<file path="config.mk">
export PLATFORM = sky130hd
export DESIGN_NAME = imu_sample_sequencer
export DESIGN_NICKNAME = d
export VERILOG_FILES = /design/src/rtl/imu_seq_pkg.sv /design/src/rtl/spi_frame_shifter.sv /design/src/rtl/imu_sample_sequencer.sv
export SDC_FILE = /design/constraint.sdc
export NUM_CORES = 1
export LEC_CHECK = 0
export CELL_PAD_IN_SITES_DETAIL_PLACEMENT = 0
export CELL_PAD_IN_SITES_GLOBAL_PLACEMENT = 1
export CORE_AREA = 2 2 113 115
export CTS_BUF_LIST = sky130_fd_sc_hd__clkbuf_4 sky130_fd_sc_hd__clkbuf_8 sky130_fd_sc_hd__clkbuf_16
export DETAILED_ROUTE_END_ITERATION = 6
export DIE_AREA = 0 0 115 117
export PLACE_DENSITY = 0.8
export SLEW_MARGIN = 10
export SYNTH_ARGS = -nofsm -noshare
export SYNTH_HDL_FRONTEND = slang
export SYNTH_SLANG_ARGS = --single-unit
</file>
<file path="constraint.sdc">
create_clock -name clk -period 2.1 [get_ports clk]
set_clock_uncertainty 0.1 [all_clocks]
set_input_delay 0.42 -clock clk [delete_from_list [all_inputs] [get_ports clk]]
set_output_delay 0.42 -clock clk [all_outputs]
set_load 0.02 [all_outputs]
</file>
<file path="src/rtl/imu_seq_pkg.sv">
// Shared types and constants for the IMU sample sequencer and its SPI frame shifter.
package imu_seq_pkg;

  typedef enum logic [2:0] {IDLE, SETUP, SHIFT, HOLD, GAP, PUBLISH} state_e;
  typedef enum logic [1:0] {F_ACCEL1, F_ACCEL2, F_GYRO} frame_e;

  localparam int   FRAME_BITS = 24;
  localparam int   CMD_BITS   = 8;
  localparam int   DATA_BITS  = FRAME_BITS - CMD_BITS;
  localparam int   OUT_BITS   = 10;
  localparam logic READ_BIT   = 1'b1;

  function automatic logic [CMD_BITS-1:0] read_cmd(input logic [6:0] reg_addr);
    return {READ_BIT, reg_addr};
  endfunction

endpackage

</file>
<file path="src/rtl/spi_frame_shifter.sv">
// Purpose: one 24-bit SPI mode-3 frame (command byte out, 16 data bits in).
// Latency: 48*CLK_DIV cycles from start to done; done is a 1-cycle combinational strobe.
// Backpressure: none; start is only honoured while idle by the caller.
module spi_frame_shifter
  import imu_seq_pkg::*;
#(
  parameter int CLK_DIV = 4
) (
  input  logic                 clk,
  input  logic                 reset_n,
  input  logic                 start,
  input  logic [CMD_BITS-1:0]  cmd,
  input  logic                 miso,
  output logic                 sclk,
  output logic                 mosi,
  output logic                 done,
  output logic [DATA_BITS-1:0] data
);

  localparam int DW = $clog2(CLK_DIV);
  localparam int BW = $clog2(FRAME_BITS);

  logic                active;
  logic                high;
  logic [DW-1:0]       div;
  logic [BW-1:0]       bit_cnt;
  logic [CMD_BITS-1:0] tx;
  logic                half_end;

  assign half_end = active && (div == DW'(CLK_DIV - 1));
  assign done     = half_end && high && (bit_cnt == BW'(FRAME_BITS - 1));

  // tx empties to zero after the command byte, so the data phase drives mosi=0
  always_ff @(posedge clk or negedge reset_n) begin
    if (!reset_n) begin
      active  <= 1'b0;
      high    <= 1'b0;
      div     <= '0;
      bit_cnt <= '0;
      tx      <= '0;
      sclk    <= 1'b1;
      mosi    <= 1'b0;
      data    <= '0;
    end else if (start) begin
      active  <= 1'b1;
      high    <= 1'b0;
      div     <= '0;
      bit_cnt <= '0;
      sclk    <= 1'b0;
      mosi    <= cmd[CMD_BITS-1];
      tx      <= {cmd[CMD_BITS-2:0], 1'b0};
    end else if (active) begin
      if (!half_end) begin
        div <= div + 1'b1;
      end else begin
        div <= '0;
        if (!high) begin
          high <= 1'b1;
          sclk <= 1'b1;
          data <= {data[DATA_BITS-2:0], miso};
        end else if (done) begin
          active <= 1'b0;
          high   <= 1'b0;
        end else begin
          high    <= 1'b0;
          sclk    <= 1'b0;
          bit_cnt <= bit_cnt + 1'b1;
          mosi    <= tx[CMD_BITS-1];
          tx      <= {tx[CMD_BITS-2:0], 1'b0};
        end
      end
    end
  end

endmodule

</file>
<file path="src/rtl/imu_sample_sequencer.sv">
// Purpose: periodic 3-register SPI IMU poll, truncates to 10 bits and publishes atomically.
// Latency: 3*(50*CLK_DIV+CS_GAP) cycles from accepted tick to data_ready rising.
// Backpressure: none; ticks arriving while busy are dropped and counted in overrun_count.
module imu_sample_sequencer
  import imu_seq_pkg::*;
#(
  parameter int         CLK_DIV       = 4,
  parameter int         SAMPLE_PERIOD = 100000,
  parameter int         CS_GAP        = 4,
  parameter int         DR_PULSE      = 4,
  parameter logic [7:0] ADDR_ACCEL1   = 8'h3B,
  parameter logic [7:0] ADDR_ACCEL2   = 8'h3F,
  parameter logic [7:0] ADDR_GYRO     = 8'h43
) (
  input  logic                clk,
  input  logic                reset_n,
  input  logic                enable,
  output logic                spi_sclk,
  output logic                spi_cs_n,
  output logic                spi_mosi,
  input  logic                spi_miso,
  output logic [OUT_BITS-1:0] accel1,
  output logic [OUT_BITS-1:0] accel2,
  output logic [OUT_BITS-1:0] gyro,
  output logic                data_ready,
  output logic                busy,
  output logic [7:0]          overrun_count
);

  localparam int TW   = $clog2(SAMPLE_PERIOD);
  localparam int PMAX = (CLK_DIV > CS_GAP) ? CLK_DIV : CS_GAP;
  localparam int PW   = $clog2(PMAX + 1);
  localparam int RW   = $clog2(DR_PULSE) + 1;

  state_e               state, state_nxt;
  frame_e               frame, frame_nxt;
  logic [PW-1:0]        ph_cnt, ph_cnt_nxt;
  logic [TW-1:0]        tick_cnt;
  logic                 tick;
  logic                 sh_start, sh_done, capture, publish;
  logic [CMD_BITS-1:0]  sh_cmd;
  logic [DATA_BITS-1:0] sh_data;
  logic [OUT_BITS-1:0]  hold_a1, hold_a2, hold_gy;
  logic [RW-1:0]        dr_left;
  logic                 unused_sh_lsbs;

  assign tick           = enable && (tick_cnt == TW'(SAMPLE_PERIOD - 1));
  assign busy           = (state != IDLE);
  // truncation discards the low data bits
  assign unused_sh_lsbs = ^sh_data[DATA_BITS-OUT_BITS-1:0];

  always_ff @(posedge clk or negedge reset_n) begin
    if (!reset_n) begin
      tick_cnt <= '0;
    end else if (!enable || tick) begin
      tick_cnt <= '0;
    end else begin
      tick_cnt <= tick_cnt + 1'b1;
    end
  end

  always_comb begin
    sh_cmd = read_cmd(ADDR_GYRO[6:0]);
    case (frame)
      F_ACCEL1: sh_cmd = read_cmd(ADDR_ACCEL1[6:0]);
      F_ACCEL2: sh_cmd = read_cmd(ADDR_ACCEL2[6:0]);
      default:  sh_cmd = read_cmd(ADDR_GYRO[6:0]);
    endcase
  end

  spi_frame_shifter #(.CLK_DIV(CLK_DIV)) u_shifter (
    .clk     (clk),
    .reset_n (reset_n),
    .start   (sh_start),
    .cmd     (sh_cmd),
    .miso    (spi_miso),
    .sclk    (spi_sclk),
    .mosi    (spi_mosi),
    .done    (sh_done),
    .data    (sh_data)
  );

  always_ff @(posedge clk or negedge reset_n) begin
    if (!reset_n) begin
      state  <= IDLE;
      frame  <= F_ACCEL1;
      ph_cnt <= '0;
    end else begin
      state  <= state_nxt;
      frame  <= frame_nxt;
      ph_cnt <= ph_cnt_nxt;
    end
  end

  always_comb begin
    state_nxt  = state;
    frame_nxt  = frame;
    ph_cnt_nxt = ph_cnt;
    sh_start   = 1'b0;
    capture    = 1'b0;
    publish    = 1'b0;
    case (state)
      IDLE: begin
        if (tick) begin
          state_nxt  = SETUP;
          frame_nxt  = F_ACCEL1;
          ph_cnt_nxt = '0;
        end
      end
      SETUP: begin
        if (ph_cnt == PW'(CLK_DIV - 1)) begin
          sh_start   = 1'b1;
          state_nxt  = SHIFT;
          ph_cnt_nxt = '0;
        end else begin
          ph_cnt_nxt = ph_cnt + 1'b1;
        end
      end
      SHIFT: begin
        if (sh_done) begin
          capture    = 1'b1;
          state_nxt  = HOLD;
          ph_cnt_nxt = '0;
        end
      end
      HOLD: begin
        if (ph_cnt == PW'(CLK_DIV - 1)) begin
          state_nxt  = GAP;
          ph_cnt_nxt = '0;
        end else begin
          ph_cnt_nxt = ph_cnt + 1'b1;
        end
      end
      GAP: begin
        if (ph_cnt == PW'(CS_GAP - 1)) begin
          ph_cnt_nxt = '0;
          if (frame == F_GYRO) begin
            publish   = 1'b1;
            state_nxt = PUBLISH;
          end else begin
            frame_nxt = frame_e'(frame + 2'd1);
            state_nxt = SETUP;
          end
        end else begin
          ph_cnt_nxt = ph_cnt + 1'b1;
        end
      end
      PUBLISH: state_nxt = IDLE;
      default: state_nxt = IDLE;
    endcase
  end

  // cs_n registered from the next state so it is glitch-free and aligned with SETUP..HOLD
  always_ff @(posedge clk or negedge reset_n) begin
    if (!reset_n) begin
      spi_cs_n      <= 1'b1;
      hold_a1       <= '0;
      hold_a2       <= '0;
      hold_gy       <= '0;
      accel1        <= '0;
      accel2        <= '0;
      gyro          <= '0;
      data_ready    <= 1'b0;
      dr_left       <= '0;
      overrun_count <= '0;
    end else begin
      spi_cs_n <= !(state_nxt == SETUP || state_nxt == SHIFT || state_nxt == HOLD);
      if (capture) begin
        case (frame)
          F_ACCEL1: hold_a1 <= sh_data[DATA_BITS-1 -: OUT_BITS];
          F_ACCEL2: hold_a2 <= sh_data[DATA_BITS-1 -: OUT_BITS];
          default:  hold_gy <= sh_data[DATA_BITS-1 -: OUT_BITS];
        endcase
      end
      if (publish) begin
        accel1     <= hold_a1;
        accel2     <= hold_a2;
        gyro       <= hold_gy;
        data_ready <= 1'b1;
        dr_left    <= RW'(DR_PULSE - 1);
      end else if (dr_left != '0) begin
        dr_left <= dr_left - 1'b1;
      end else begin
        data_ready <= 1'b0;
      end
      if (tick && busy && overrun_count != 8'hFF) begin
        overrun_count <= overrun_count + 1'b1;
      end
    end
  end

endmodule

</file>
# --- After elaboration in Yosys (flattened, before gate mapping) ---
# Cells that the tools add are included.
classes:
  n_mux: 60
  n_bitwise: 3
  reduce_logical: 32
  addsub: 7
  n_eq_ne: 21
op_table:
  columns: ["operator", "n"]
  rows:
  - ["8-bit two-way mux", 5]
  - ["3-bit two-way mux", 11]
  - ["1-bit two-way mux", 28]
  - ["5-bit two-way mux", 5]
  - ["17-bit by 1-bit adder with 17-bit output, second input constant", 1]
  - ["17-bit == test, second input constant", 1]
  - ["17-bit two-way mux", 1]
  - ["3-bit by 2-bit == test with 1-bit output, second input constant", 5]
  - ["3-bit one-hot mux with 5 select lines", 1]
  - ["7-bit one-hot mux with 2 select lines", 1]
  - ["2-bit two-way mux", 6]
  - ["2-bit != test, second input constant", 6]
  - ["4-bit AND reduction", 3]
  - ["2-bit nonzero test", 5]
  - ["3-bit one-hot mux with 3 select lines", 1]
  - ["3-bit nonzero test", 3]
  - ["8-bit by 1-bit adder with 8-bit output, second input constant", 1]
  - ["8-bit != test, second input constant", 1]
  - ["2-bit AND reduction", 4]
  - ["3-bit by 1-bit == test with 1-bit output, second input constant", 2]
  - ["1-bit logical AND", 6]
  - ["3-bit AND reduction", 2]
  - ["5-bit by 1-bit adder with 5-bit output, second input constant", 1]
  - ["5-bit == test, second input constant", 1]
  - ["15 further kinds", 22]
word_totals:
  in_bits: 4
  elab_cells: 145
  ff_bits: 133

# --- Logic depth before layout (Yosys ltp) ---
# Gate-level depths: netlist (run 1).
depth:
  ltp_word: 10
  mapped_depth: 8
  depth_no_buf: 6

# --- By module ---
# Synthesis (run 1) repeated with hierarchy kept, for this count alone.
unflattened:
  hier_cells: 515
  area_unflattened_um2: 5714.2
by_module_without_submodules:
  columns: ["mod", "area_per_inst_um2", "cells_per_inst", "n_inst"]
  rows:
  - ["imu_sample_sequencer", 4217.8, 389, 1]
  - ["spi_frame_shifter", 1496.4, 126, 1]

# --- Worst setup path before layout (run 1) ---
# No wires, ideal clock.
synth_timing:
  path_type: "register to register"
  start: "register u_shifter.bit_cnt[0]"
  end: "register hold_gy[0]"
  arrival_time_ps: 1642
  synth_period_minus_slack_ps: 1867
  setup_slack_ps: 233
  n_path_buf: 1
  stages_incl_launch_ff: 7
  required_ps: 1875
  cell_sequence: "dfrtp_1 ha_1 and4b_2 nand3_2 or3_1 buf_6 mux2_4"
synth_between:
  elab_chain_cells: 5
synth_rtl:
  columns: ["element", "line_no", "rtl"]
  rows:
  - ["start: declaration", "spi_frame_shifter.sv:26", "logic [BW-1:0] bit_cnt;"]
  - ["start signal: assignment", "spi_frame_shifter.sv:67", "bit_cnt <= bit_cnt + 1'b1;"]
  - ["5-bit == test", "spi_frame_shifter.sv:31", "assign done = half_end && high && (bit_cnt == BW'(FRAME_BITS - 1));"]
  - ["1-bit logical AND", "spi_frame_shifter.sv:31", null]
  - ["1-bit two-way mux", "imu_sample_sequencer.sv:120", "if (sh_done) begin"]
  - ["1-bit two-way mux", "imu_sample_sequencer.sv:102", "case (state)"]
  - ["2-bit AND reduction (no line)", null, null]
  - ["end signal: assignment", "imu_sample_sequencer.sv:172", "default: hold_gy <= sh_data[DATA_BITS-1 -: OUT_BITS];"]
  - ["end: declaration", "imu_sample_sequencer.sv:43", "logic [OUT_BITS-1:0] hold_a1, hold_a2, hold_gy;"]
# No other way between the ends.
# A chain may end at the register's enable or synchronous reset.

# --- Final worst setup path (run 1) ---
layout_timing:
  start: "register u_shifter.sclk"
  end: "output port spi_sclk"
layout_lines:
  columns: ["element", "line_no", "rtl"]
  rows:
  - ["start: declaration", "spi_frame_shifter.sv:14", "output logic sclk,"]
  - ["start signal: assignment", "spi_frame_shifter.sv:41", "sclk <= 1'b1;"]
  - ["start signal: assignment", "spi_frame_shifter.sv:49", "sclk <= 1'b0;"]
  - ["start signal: assignment", "spi_frame_shifter.sv:59", "sclk <= 1'b1;"]
  - ["end: declaration", "imu_sample_sequencer.sv:18", "output logic spi_sclk,"]
# No word-level cell between the ends.

==> impl_metrics.csv, run 1 <==
group,metric,value,unit
status,status,"completed",
floorplan,io_pins,47,
logic_synthesis,syn_area_per_cell,13.1,um2
floorplan,die_w,115,um
worst_setup_path,crit_slowest_cell,"clkdlybuf4s50_1",
detailed_routing,drc,0,
worst_setup_path,startpoint_type,"flip-flop",
logic_synthesis,ys_seq_elements,132,
clock_network,clockRootBuffer,"clkbuf_16",
worst_setup_path,cp_num_cells,1,
worst_setup_path,crit_buf_inv,1,
worst_setup_path,path_delay_family,"buffers and inverters",
finish,final_layout_size_suffix_gt1_share,29.3,%
global_routing,grt_overflow,0,
detailed_routing,vias,3596,
worst_setup_path,critical_path_arrival,1540,ps
worst_setup_path,worst-r2r-cell-count,6,
finish,final_area,7120,um2
timing,relSlewSlack,73.1,%
detailed_routing,wl_per_cell,15.3,um
floorplan,die_area,13500,um2
global_routing,grt_pass1_wl,18300,um
detailed_routing,first_pass_iters,4,
global_routing,grt_pass1_vias,3774,
worst_setup_path,worstSetupStartpoint,"u_shifter.sclk",
clock_network,ctsLongestPathBuffers,2,
floorplan,start_util,46.5,%
global_routing,grt_max_degree,68,
detailed_routing,drt.antenna.violating_nets,0,
floorplan,dieHeight,117,um
clock_network,h-tree-depth,4,
placed_design,port_buffers,46,
worst_setup_path,critPathCapture,"spi_sclk",
worst_setup_path,reg2reg_to,"hold_gy[5]",
timing,worst_pin_slew,403,ps
placed_design,place_hpwl,6880,um
worst_setup_path,critPathCaptureType,"output pin",
finish,nets,523,
floorplan,core_area,12300,um2
timing,post-route-min-period,2060,ps
finish,antennaDiodeCount,0,
finish,syn2layout_area_growth,24.6,%
finish,fillers,998,
timing,hold_violations,0,
floorplan,rows,41,
worst_hold_path,hp-class,"in2async",
timing,fin_tns_setup,0,ps
logic_synthesis,async_reset_ff_share,100,%
timing,setup_viol,0,
logic_synthesis,syn_nets,451,
clock_network,cts_tree,"built",
global_routing,grt_util_all_layers,17.4,%
detailed_routing,drt_iter0_markers,171,
placed_design,placedInstanceArea,6470,um2
clock_network,clk_pin_slew,60,ps
pwr,leakage,3.39,nW
timing,rsz0062_at_grt,"no",
pwr,irDropWorstVdd,0.491,mV
detailed_routing,wl,10300,um
placed_design,place_congestion,0.772,
timing,fin_crit_sh,97.9,%
job,maxCapViolCount,0,
worst_setup_path,crit_path_max_incr_delay,600,ps
logic_synthesis,yosysSeqAreaShare,57.8,%
worst_setup_path,path_max_fanout,2,
logic_synthesis,ys_warn_count,0,
logic_synthesis,synth_area,5720,um2
global_routing,antenna_found_initial,0,
worst_setup_path,crit_type,"reg2out",
logic_synthesis,synthCells,437,
clock_network,cts_num_sinks,132,
timing,fmax,486,MHz
worst_setup_path,cp_cell_sequence,"clkdlybuf4s50_1",
worst_setup_path,r2r_slack,80,ps
logic_synthesis,synth_cell_type_count,60,
logic_synthesis,synth_edf_count,0,
logic_synthesis,ys.flop_type,"dfrtp_1",
worst_setup_path,rr_startpoint,"u_shifter.bit_cnt[0]",
clock_network,numCtsBuffers,17,
worst_setup_path,required,1580,ps
timing,slew_viol_final,0,
clock_network,clk_latency,410,ps
detailed_routing,via_per_inst,5.35,
pwr,pwr_density_cell,795,nW/um2
cell families after synthesis:
kind of cell | after synthesis | share of synthesized area, %
flops | 132 | 57.8
fa+ha+maj | 10 | 2.19
compound gates | 49 | 5.73
mux | 82 | 16.7
simple gates | 111 | 11.6
buf+inv | 32 | 2.71
xor+xnor | 21 | 3.22
where the power goes:
| part | internal [W] | switching [W] | total [W] |
|---|---|---|---|
| sequential | 0.00256 | 0.00000737 | 0.00256 |
| clock | 0.00192 | 0.00109 | 0.00301 |
| combinational | 0.0000261 | 0.0000628 | 0.0000889 |
flip-flops by register name (all words and copies together) (netlist names), 2 cells and up:
name / flops
ph_cnt: 3
gyro: 10
hold_gy: 10
overrun_count: 8
hold_a2: 10
u_shifter.bit_cnt: 5
frame: 2
tick_cnt: 17
accel2: 10
u_shifter.tx: 7
u_shifter.div: 2
state: 3
hold_a1: 10
accel1: 10
u_shifter.data: 16
dr_left: 3
worst min-delay path by stage:
stage          slack, ps  startpoint  cells after the start          to
6_report             380     reset_n                      2  dr_left[1]
5_1_grt              410     reset_n                      2  dr_left[1]
4_1_cts              380  data_ready                      1  data_ready
3_5_place_dp         270     reset_n                      1  dr_left[1]
3_3_place_gp         280     reset_n                      1  dr_left[1]
2_1_floorplan         20     reset_n                      0   accel1[0]
what timing repair did:
action | in CTS | in global routing
endpoints found under the hold margin | 24 | 0
gates resized for setup | 4 | 4
hold buffers | 1 | 0
endpoints found under the setup margin | 1 | 13
pin swaps | 1 | 1
buffers inserted | 1 | 0
metrics by stage:
| step | total power [W] | hold slack (ps) | setup WS (ps) | util [%] | cells |
|---|---|---|---|---|---|
| after floorplan | 0.00262 | 24.4 | 233 | - | 437 |
| after global placement | 0.00270 | 281 | 122 | 52.6 | 638 |
| after detailed placement | 0.00270 | 274 | 59.1 | 52.6 | 638 |
| after CTS | 0.00573 | 381 | 16.3 | 57.8 | 672 |
| after global routing | 0.00585 | 405 | 0.654 | 57.9 | 672 |
| final | 0.00566 | 376 | 43.4 | 57.9 | 672 |
cells in the mapped netlist (2+ instances only):
| cell | instances | area (um2) |
|---|---|---|
| a21boi_0 | 2 | 15.0 |
| a21o_1 | 2 | 15.0 |
| a21oi_1 | 11 | 55.1 |
| a221o_1 | 5 | 50.1 |
| a31oi_1 | 2 | 12.5 |
| and2_1 | 2 | 12.5 |
| and4_1 | 4 | 35.0 |
| buf_2 | 7 | 35.0 |
| buf_4 | 5 | 37.5 |
| clkbuf_1 | 2 | 7.51 |
| dfrtp_1 | 130 | 3250 |
| dfstp_2 | 2 | 52.6 |
| ha_1 | 10 | 125 |
| inv_1 | 17 | 63.8 |
| mux2_1 | 3 | 33.8 |
| mux2_2 | 65 | 732 |
| mux2_4 | 10 | 150 |
| mux2i_1 | 4 | 40.0 |
| nand2_1 | 18 | 67.6 |
| nand2_2 | 2 | 12.5 |
| nand2b_1 | 2 | 12.5 |
| nand2b_4 | 2 | 27.5 |
| nand3_1 | 11 | 55.1 |
| nand3b_1 | 2 | 15.0 |
| nand4_1 | 8 | 50.1 |
| nor2_1 | 27 | 101 |
| nor2_4 | 2 | 22.5 |
| nor3_1 | 5 | 25.0 |
| nor4bb_1 | 2 | 20.0 |
| o211ai_1 | 5 | 37.5 |
| o21ai_0 | 12 | 60.1 |
| o31ai_1 | 3 | 22.5 |
| or2_2 | 2 | 12.5 |
| or3_1 | 5 | 31.3 |
| or4_1 | 2 | 15.0 |
| xnor2_1 | 3 | 26.3 |
| xor2_1 | 18 | 158 |
metal layers:
| metal | share of wire, % | GRT usage, % |
|---|---|---|
| met1 | 46 | 22.7 |
| met2 | 49 | 28.2 |
| met3 | 3.0 | 4.27 |
| met4 | 1.2 | 7.07 |
| met5 | 0 | 0 |
placed cells by master, fill, tap and decap left out, types with 8 or more instances in the layout:
cell | netlist | routed
nor2_1 | 27 | 27
buf_4 | 5 | 17
inv_1 | 17 | 17
ha_1 | 10 | 10
clkbuf_16 | 0 | 17
a21oi_1 | 11 | 11
mux2_2 | 65 | 65
dfrtp_1 | 130 | 128
nand3_1 | 11 | 11
clkdlybuf4s50_1 | 0 | 44
mux2_4 | 10 | 10
xor2_1 | 18 | 18
nand2_1 | 18 | 18
o21ai_0 | 12 | 12
nand4_1 | 8 | 8
final cells by class:
class                   count  area, um2  area share, %
clock inverters            12        155           2.18
flip-flops and latches    132       3310           46.4
clock buffers              20        454           6.38
well taps                 150        188           2.63
inverters                  17       63.8          0.896
multi-input cells         273       2280           31.9
repair buffers             68        679           9.54
(Power assumes the default switching activity.)
==> run 2: changes to the inputs <==
- GPL_TIMING_DRIVEN: unset -> 1
==> results of run 2 <==
Final layout, timing and power as in run 1 (identical DEF).
